==> src/rtl/gcd_arbiter.sv <==
// gcd_arbiter: round-robin front end that shares one gcd engine among NREQ
// requesters. Takes one operand pair at a time, answers zero-operand pairs
// locally, otherwise loads the engine and waits for its done level (with a
// watchdog), then returns the result as a one-hot, single-cycle response.
module gcd_arbiter #(
    parameter int NREQ    = 4,
    parameter int W       = 8,
    parameter int TIMEOUT = 255
) (
    input  logic                clk,
    input  logic                resetb,
    input  logic [NREQ-1:0]     req_valid,
    input  logic [NREQ*W-1:0]   req_u,
    input  logic [NREQ*W-1:0]   req_v,
    output logic [NREQ-1:0]     req_ready,
    output logic [NREQ-1:0]     rsp_valid,
    output logic [W-1:0]        rsp_res,
    output logic                rsp_err,
    output logic                gcd_ld,
    output logic [W-1:0]        gcd_u,
    output logic [W-1:0]        gcd_v,
    input  logic [W-1:0]        gcd_res,
    input  logic                gcd_done
);

    localparam int          IW = (NREQ > 1) ? $clog2(NREQ) : 1;
    localparam int          CW = $clog2(TIMEOUT);
    localparam int unsigned NR = NREQ;

    // Last counter value before the watchdog fires, and the first value at
    // which the engine's done level is trusted (earlier cycles may still see
    // the previous job's done, which the engine drops two cycles after ld).
    localparam logic [CW-1:0] CNT_LAST  = CW'(TIMEOUT - 1);
    localparam logic [CW-1:0] CNT_BLANK = CW'(2);

    typedef enum logic [1:0] {
        S_IDLE,
        S_ISSUE,
        S_WAIT,
        S_RESP
    } state_t;

    state_t         state;
    state_t         state_nx;

    logic [IW-1:0]  ptr;
    logic [IW-1:0]  grant;
    logic [IW-1:0]  pick;
    logic [IW-1:0]  idx;
    logic           any_req;
    logic [W-1:0]   pick_u;
    logic [W-1:0]   pick_v;
    logic           pick_zero;
    logic [W-1:0]   local_res;
    logic [CW-1:0]  cnt;
    logic           done_ok;
    logic           timed_out;

    // Round-robin pick: first pending requester searching upward from ptr+1.
    always_comb begin
        pick    = '0;
        idx     = '0;
        any_req = 1'b0;
        for (int unsigned k = 1; k <= NR; k++) begin
            idx = IW'((32'(ptr) + k) % NR);
            if (!any_req && req_valid[idx]) begin
                pick    = idx;
                any_req = 1'b1;
            end
        end
    end

    // Operands of the picked requester and the locally resolved zero-operand result.
    always_comb begin
        pick_u    = req_u[pick*W +: W];
        pick_v    = req_v[pick*W +: W];
        pick_zero = (pick_u == '0) || (pick_v == '0);
        local_res = (pick_u == '0) ? pick_v : pick_u;
        done_ok   = gcd_done && (cnt >= CNT_BLANK);
        timed_out = (cnt == CNT_LAST);
    end

    // State register.
    always_ff @(posedge clk or negedge resetb) begin
        if (!resetb) begin
            state <= S_IDLE;
        end else begin
            state <= state_nx;
        end
    end

    // Next-state logic; a done seen on the timeout cycle takes priority.
    always_comb begin
        state_nx = state;
        case (state)
            S_IDLE:  if (any_req) state_nx = pick_zero ? S_RESP : S_ISSUE;
            S_ISSUE: state_nx = S_WAIT;
            S_WAIT:  if (done_ok || timed_out) state_nx = S_RESP;
            S_RESP:  state_nx = S_IDLE;
            default: state_nx = S_IDLE;
        endcase
    end

    // Registered outputs, operand latches, wait counter and grant pointer.
    always_ff @(posedge clk or negedge resetb) begin
        if (!resetb) begin
            req_ready <= '0;
            rsp_valid <= '0;
            rsp_res   <= '0;
            rsp_err   <= 1'b0;
            gcd_ld    <= 1'b0;
            gcd_u     <= '0;
            gcd_v     <= '0;
            cnt       <= '0;
            grant     <= '0;
            ptr       <= IW'(NREQ - 1);
        end else begin
            req_ready <= '0;
            rsp_valid <= '0;
            gcd_ld    <= 1'b0;
            case (state)
                S_IDLE: begin
                    if (any_req) begin
                        req_ready[pick] <= 1'b1;
                        grant           <= pick;
                        gcd_u           <= pick_u;
                        gcd_v           <= pick_v;
                        if (pick_zero) begin
                            rsp_res <= local_res;
                            rsp_err <= 1'b0;
                        end
                    end
                end
                S_ISSUE: begin
                    gcd_ld <= 1'b1;
                    cnt    <= '0;
                end
                S_WAIT: begin
                    cnt <= cnt + 1'b1;
                    if (done_ok) begin
                        rsp_res <= gcd_res;
                        rsp_err <= 1'b0;
                    end else if (timed_out) begin
                        rsp_res <= '0;
                        rsp_err <= 1'b1;
                    end
                end
                S_RESP: begin
                    rsp_valid[grant] <= 1'b1;
                    ptr              <= grant;
                end
                default: ;
            endcase
        end
    end

endmodule

==> config.mk <==
export PLATFORM = sky130hd
export DESIGN_NAME = gcd_arbiter
export DESIGN_NICKNAME = d
export VERILOG_FILES = /design/src/rtl/gcd_arbiter.sv
export SDC_FILE = /design/constraint.sdc
export NUM_CORES = 1
export LEC_CHECK = 0
export BUFFER_PORTS_ARGS = -buffer_cell sky130_fd_sc_hd__buf_4
export CAP_MARGIN = 5
export CORE_ASPECT_RATIO = 0.8
export CORE_UTILIZATION = 50
export DETAILED_ROUTE_END_ITERATION = 7
export GPL_TIMING_DRIVEN = 0
export PLACE_DENSITY = 0.89
export SETUP_SLACK_MARGIN = 0.02
export SLEW_MARGIN = 40
export SYNTH_ARGS = -nofsm -noshare
export SYNTH_HDL_FRONTEND = slang
export SYNTH_SLANG_ARGS = --single-unit
export TNS_END_PERCENT = 50
==> constraint.sdc <==
create_clock -name clk -period 3.93 [get_ports clk]
set_input_delay 0.9825 -clock clk [delete_from_list [all_inputs] [get_ports clk]]
set_output_delay 0.9825 -clock clk [all_outputs]
set_load 0.05 [all_outputs]
# Word level (Yosys, flattened, before mapping)
# Index checks and enable logic that the tools add are counted.
# word_totals
ff_bits	48
in_bits	79
output_inout_bits	34
wordCells	94
# classes
addsub	5
n_lt_le_gt_ge	9
eq_ne	8
shifts	2
muxes	40
reduce_logical	19
# ops
cell	count
32-bit by 6-bit indexed part select with 8-bit output	2
8-bit two-way mux	5
8-bit one-hot mux with 2 select lines	2
2-bit by 3-bit less-than comparator with 1-bit output, second input constant	6
8-bit zero test	2
1-bit two-way mux	15
2-bit two-way mux	7
4-bit two-way mux	3
8-bit by 1-bit adder with 8-bit output, second input constant	1
1-bit binary-select mux with 2-bit select	4
8-bit == test, second input constant	1
8-bit by 2-bit >= comparator with 1-bit output, second input constant	1
2-bit one-hot mux with 4 select lines	1
1-bit logical AND	6
2-bit inequality test, second input constant	3
2-bit by 1-bit adder with 2-bit output, second input constant	2
2-bit adder, second input constant	2
1-bit demux with 2-bit select	2
2-bit == test, second input constant	2
2-bit by 1-bit >= comparator with 1-bit output, second input constant	2
2-bit AND reduction	2
4-bit AND reduction	1
2-bit nonzero test	2
1-bit zero test	3
other kinds (5)	6

# Depth between registers and ports, before layout
# depth
depth_word	19
mapped_depth	11
ltp_nobuf	9

# Worst setup path after synthesis
# No wires, ideal clock.
# synth_timing
path_type	input to register
from	in req_valid[3]
to	reg rsp_res[4]
setup_time_ps	125
t_arrival_ps	3374
required_time_ps	3805
slack_ps	431
stages	11
n_path_buf	3
cell_sequence	nor2b_4 o21a_4 or3_4 buf_6 buf_6 a221oi_1 o22ai_1 o41ai_2 o21ai_1 buf_6 mux2_4
# synth_between
elab_chain_len	18
word_cells_on_any_way	34
classes_between	eq/ne (2); shift (2); mux (20); reduce/logical (10)
# synth_lines
item	line_no	source
from (decl)	12	input logic [NREQ-1:0] req_valid,
1-bit binary-select mux with 2-bit select	66	if (!any_req && req_valid[idx]) begin
1-bit two-way mux (implied by the code)	66	
1-bit two-way mux	66	
1-bit zero test	66	
1-bit logical AND	66	
1-bit two-way mux	66	
1-bit zero test	66	
1-bit logical AND	66	
(+2 left out)	--	
1-bit logical AND	66	
2-bit two-way mux	66	
32-bit by 6-bit indexed part select with 8-bit output	75	pick_u = req_u[pick*W +: W];
8-bit zero test	77, 78	
8-bit two-way mux	78	local_res = (pick_u == '0) ? pick_v : pick_u;
8-bit two-way mux	128	if (pick_zero) begin
8-bit two-way mux	123	if (any_req) begin
8-bit one-hot mux with 2 select lines	121	case (state)
to (signal assigned)	129	rsp_res <= local_res;
to (signal assigned)	141	rsp_res <= gcd_res;
to (decl)	17	output logic [W-1:0] rsp_res,
# Several ways; a longest one is shown, not always the timed one. The select of a mux whose other input is x is not followed.
# A chain may end at the register's enable or synchronous reset.

# Worst setup path after layout
# Ends and elaborated chain as after synthesis.

==> run metrics <==
Post-Layout Inst Area=around 4000 sq um; DRT Pass-1 Iters=4; cells along the critical path=buf_4 -> nor2b_4 -> o21a_4 -> or3_4 -> buf_6 -> a221oi_1 -> o22ai_1 -> nor4_4 -> o21ai_1 -> buf_6 -> mux2_4; die extent in x=slightly below 90 um; total power divided by cell area=roughly 830 nW/um^2; Post-DRT Antenna Nets=0; hold-fix buffer count after cts=0; number of failing setup endpoints in the final timing report=0; number of standard cells in the layout, taps in and fillers out=~540; pins over their slew limit=0; global-route wire length before repair=between 10000 and 15000 um; WP data required=4.14 ns; data arrival time of the worst path=~3.9 ns; share of post-route cells with drive strength above 1=30.8%; Avg Inst Size Synth=between 8 and 9 sq um; vias after detailed routing=between 3000 and 4000; Final Cycle Share=93.2%; Fin Clk Skew=around 0.014 ns; final hold violation count=0; number of diodes added for antenna fixing=0; Least-Margin Pin Slew=0.697 ns; post-cts sizing count=0; Most Frequent Cell on Critical Path=sky130_fd_sc_hd__buf_6; class of the most critical hold timing path=flip-flop to flip-flop; gate count after technology mapping=about 340; biggest cell delay along the critical path=roughly 0.56 ns; post-layout util=71.8%; count of pins on the block boundary=approximately 110; kind of critical path=input port to flip-flop; buffers inserted by post-CTS timing repair=0; relative slew slack=a little over half; DRT iter0 DRCs=300; via density per instance=5.82; top-area cell type share of the netlist area=38.6%; biggest area contributors in the synthesized netlist=sky130_fd_sc_hd__dfrtp_1, sky130_fd_sc_hd__a221oi_1, sky130_fd_sc_hd__nand2_1; Area Growth Syn to Fin=34.3%; sequential cell area fraction in the yosys report=40.3%; storage element area=around 1200 sq um; number of fill cells in the layout=462; static leakage=approximately 1.9 nW; Critical Path End Type=flip-flop; async set-or-reset flop fraction in the synthesized netlist=100%; maximum count of clock buffers along a single path=2; number of global-route vias before repair=2994; Placed Cells=531; Distinct cells, synth=a little under 50; height of the chip=approximately 71 um; syn_nets=roughly 430; shortest period the worst path allows=3.66 ns; std cell rows=24; total length of routed wires=around 9000 um; final net count=545; number of warnings issued by yosys=0; clock latency of the later-clocked register in the worst-skew pair=between 0.3 and 0.4 ns; global route total overflow=0; highest-delay cell along the critical path=sky130_fd_sc_hd__a221oi_1; largest vdd supply drop=between 0.5 and 0.6 mV; number of buffers inserted during clock tree synthesis=5; clock-pin slew on the worst setup and hold paths=approximately 0.1 ns; cell taking the most area after synthesis=sky130_fd_sc_hd__dfrtp_1; Max Cap Viol=0; multi-input gate area in the final layout=around 1600 sq um; result of the run=completed; core region area=~5600 sq um; initial antenna violation count=0; final weighted congestion in routability-driven placement=between 0.9 and 1; Synth top cells by count=sky130_fd_sc_hd__nand2_1, sky130_fd_sc_hd__dfrtp_1, sky130_fd_sc_hd__and2_1; area post-placement=roughly 4000 sq um; post-synth design cell area=about 3000 sq um; number of H-tree branching levels=2; RSZ-0062 raised after global routing=no; starting utilization of the core area=between 50% and 60%; Seq cells post-synth=between 40 and 50; routed length per instance=about 16 um; Detail Placement HPWL=between 6000 and 7000 um; clock root buffer master=sky130_fd_sc_hd__clkbuf_8; top flip-flop cell by instance count after synthesis=sky130_fd_sc_hd__dfrtp_1; max frequency=273 MHz; cell with the most instances after synthesis=sky130_fd_sc_hd__nand2_1; CTS tree=built; number of clock sinks=48; worst hold slack across all endpoints=0.500 ns; number of synthesized flops with an enable pin=0; Die Area=~6300 sq um; port bufs=around 110; overall routing resource usage=between 20% and 30%; final routed DRC violation total=0; critical path launch point type=input port; maximum number of pins on one net before global-route repair=49; CP Max Fanout=10
registers in the layout (all words and copies together) (netlist names):
| register | cells |
|---|---|
| ptr | 2 |
| grant | 2 |
| gcd_u | 8 |
| gcd_v | 8 |
| cnt | 8 |
| rsp_valid | 4 |
| rsp_res | 8 |
| rsp_err | 1 |
| req_ready | 4 |
| state | 2 |
| gcd_ld | 1 |
layer usage:
layer / track usage, % / vias up / wire length [um]
li1: - / 1469 / -
met1: 39.8 / 1508 / 3690
met2: 45.7 / 140 / 4120
met3: 6.18 / 19 / 749
met4: 8.60 / 0 / 187
met5: 0 / - / 0
stage by stage:
| step | worst slack (ns) | setup TNS, ns | total power [mW] |
|---|---|---|---|
| after global routing | 0.0538 | 0 | 3.53 |
| after detailed placement | -0.00118 | -0.00118 | 3.01 |
| after global placement | 0.0172 | 0 | 2.95 |
| after floorplan | 0.431 | 0 | 2.37 |
| final | 0.266 | 0 | 3.33 |
| after CTS | 0.314 | 0 | 3.31 |
final timing paths:
check,startpoint,endpoint,slack [ns],cells past startpoint
worst max-delay path,req_valid[3],rsp_res[4]$_DFFE_PN0P_,0.27,11
worst min-delay path,gcd_v[6]$_DFFE_PN0P_,gcd_v[6]$_DFFE_PN0P_,0.50,2
worst max register to register,ptr[0]$_DFFE_PN1P_,rsp_res[4]$_DFFE_PN0P_,0.55,10
worst min register to register,gcd_v[6]$_DFFE_PN0P_,gcd_v[6]$_DFFE_PN0P_,0.50,2
max in group asynchronous,resetb,cnt[0]$_DFFE_PN0P_,2.86,1
min in group asynchronous,resetb,rsp_valid[3]$_DFF_PN0_,0.66,1
cell usage in the layout, fill, tap and decap left out, types with 3 or more instances in the layout:
master / synthesis / final
sky130_fd_sc_hd__buf_4: 0 / 112
sky130_fd_sc_hd__and2_1: 30 / 30
sky130_fd_sc_hd__nand2_1: 56 / 56
sky130_fd_sc_hd__nor2b_1: 3 / 3
sky130_fd_sc_hd__clkbuf_1: 13 / 14
sky130_fd_sc_hd__clkbuf_8: 0 / 5
sky130_fd_sc_hd__a221o_1: 4 / 4
sky130_fd_sc_hd__a221oi_1: 26 / 26
sky130_fd_sc_hd__a31oi_1: 6 / 6
sky130_fd_sc_hd__o31ai_1: 3 / 3
sky130_fd_sc_hd__dfrtp_1: 46 / 46
sky130_fd_sc_hd__o22ai_1: 16 / 16
sky130_fd_sc_hd__inv_1: 16 / 16
sky130_fd_sc_hd__a21oi_1: 4 / 4
sky130_fd_sc_hd__or2_2: 8 / 8
sky130_fd_sc_hd__nor2_1: 22 / 22
sky130_fd_sc_hd__buf_6: 4 / 4
sky130_fd_sc_hd__nand3_1: 7 / 7
sky130_fd_sc_hd__ha_1: 6 / 6
sky130_fd_sc_hd__mux2i_1: 9 / 9
sky130_fd_sc_hd__o21ai_0: 21 / 21
where the power goes:
| group | leakage [nW] | switching, mW | internal (mW) |
|---|---|---|---|
| clock network | 0.0412 | 0.166 | 0.124 |
| logic | 1.28 | 1.44 | 0.747 |
| registers | 0.608 | 0.151 | 0.698 |
cell families after synthesis:
group | synth area share [%]
and+or+nand+nor | 24.4
muxes | 3.52
xor gates and xnor gates | 0.294
adders and majority gates | 2.52
DFF | 40.3
AOI/OAI and AO/OA | 23.4
buffers and inverters | 5.58
layout make-up:
cell class                      instances  share of cell area, %
Clock buffer                            6                   1.81
Buffer                                 20                   2.65
Clock inverter                          2                  0.312
Multi-Input combinational cell        257                   40.3
Timing Repair Buffer                  112                   21.0
Tap cell                               78                   2.44
Inverter                               16                   1.50
Sequential cell                        48                   30.0
critical path, delay by kind of cell:
family	cells	cell delay, ns
AOI/OAI and AO/OA	4	1.18
buffers and inverters	3	0.46
muxes	1	0.29
and+or+nand+nor	3	0.96
No activity file was read; power rests on OpenSTA's default activity.
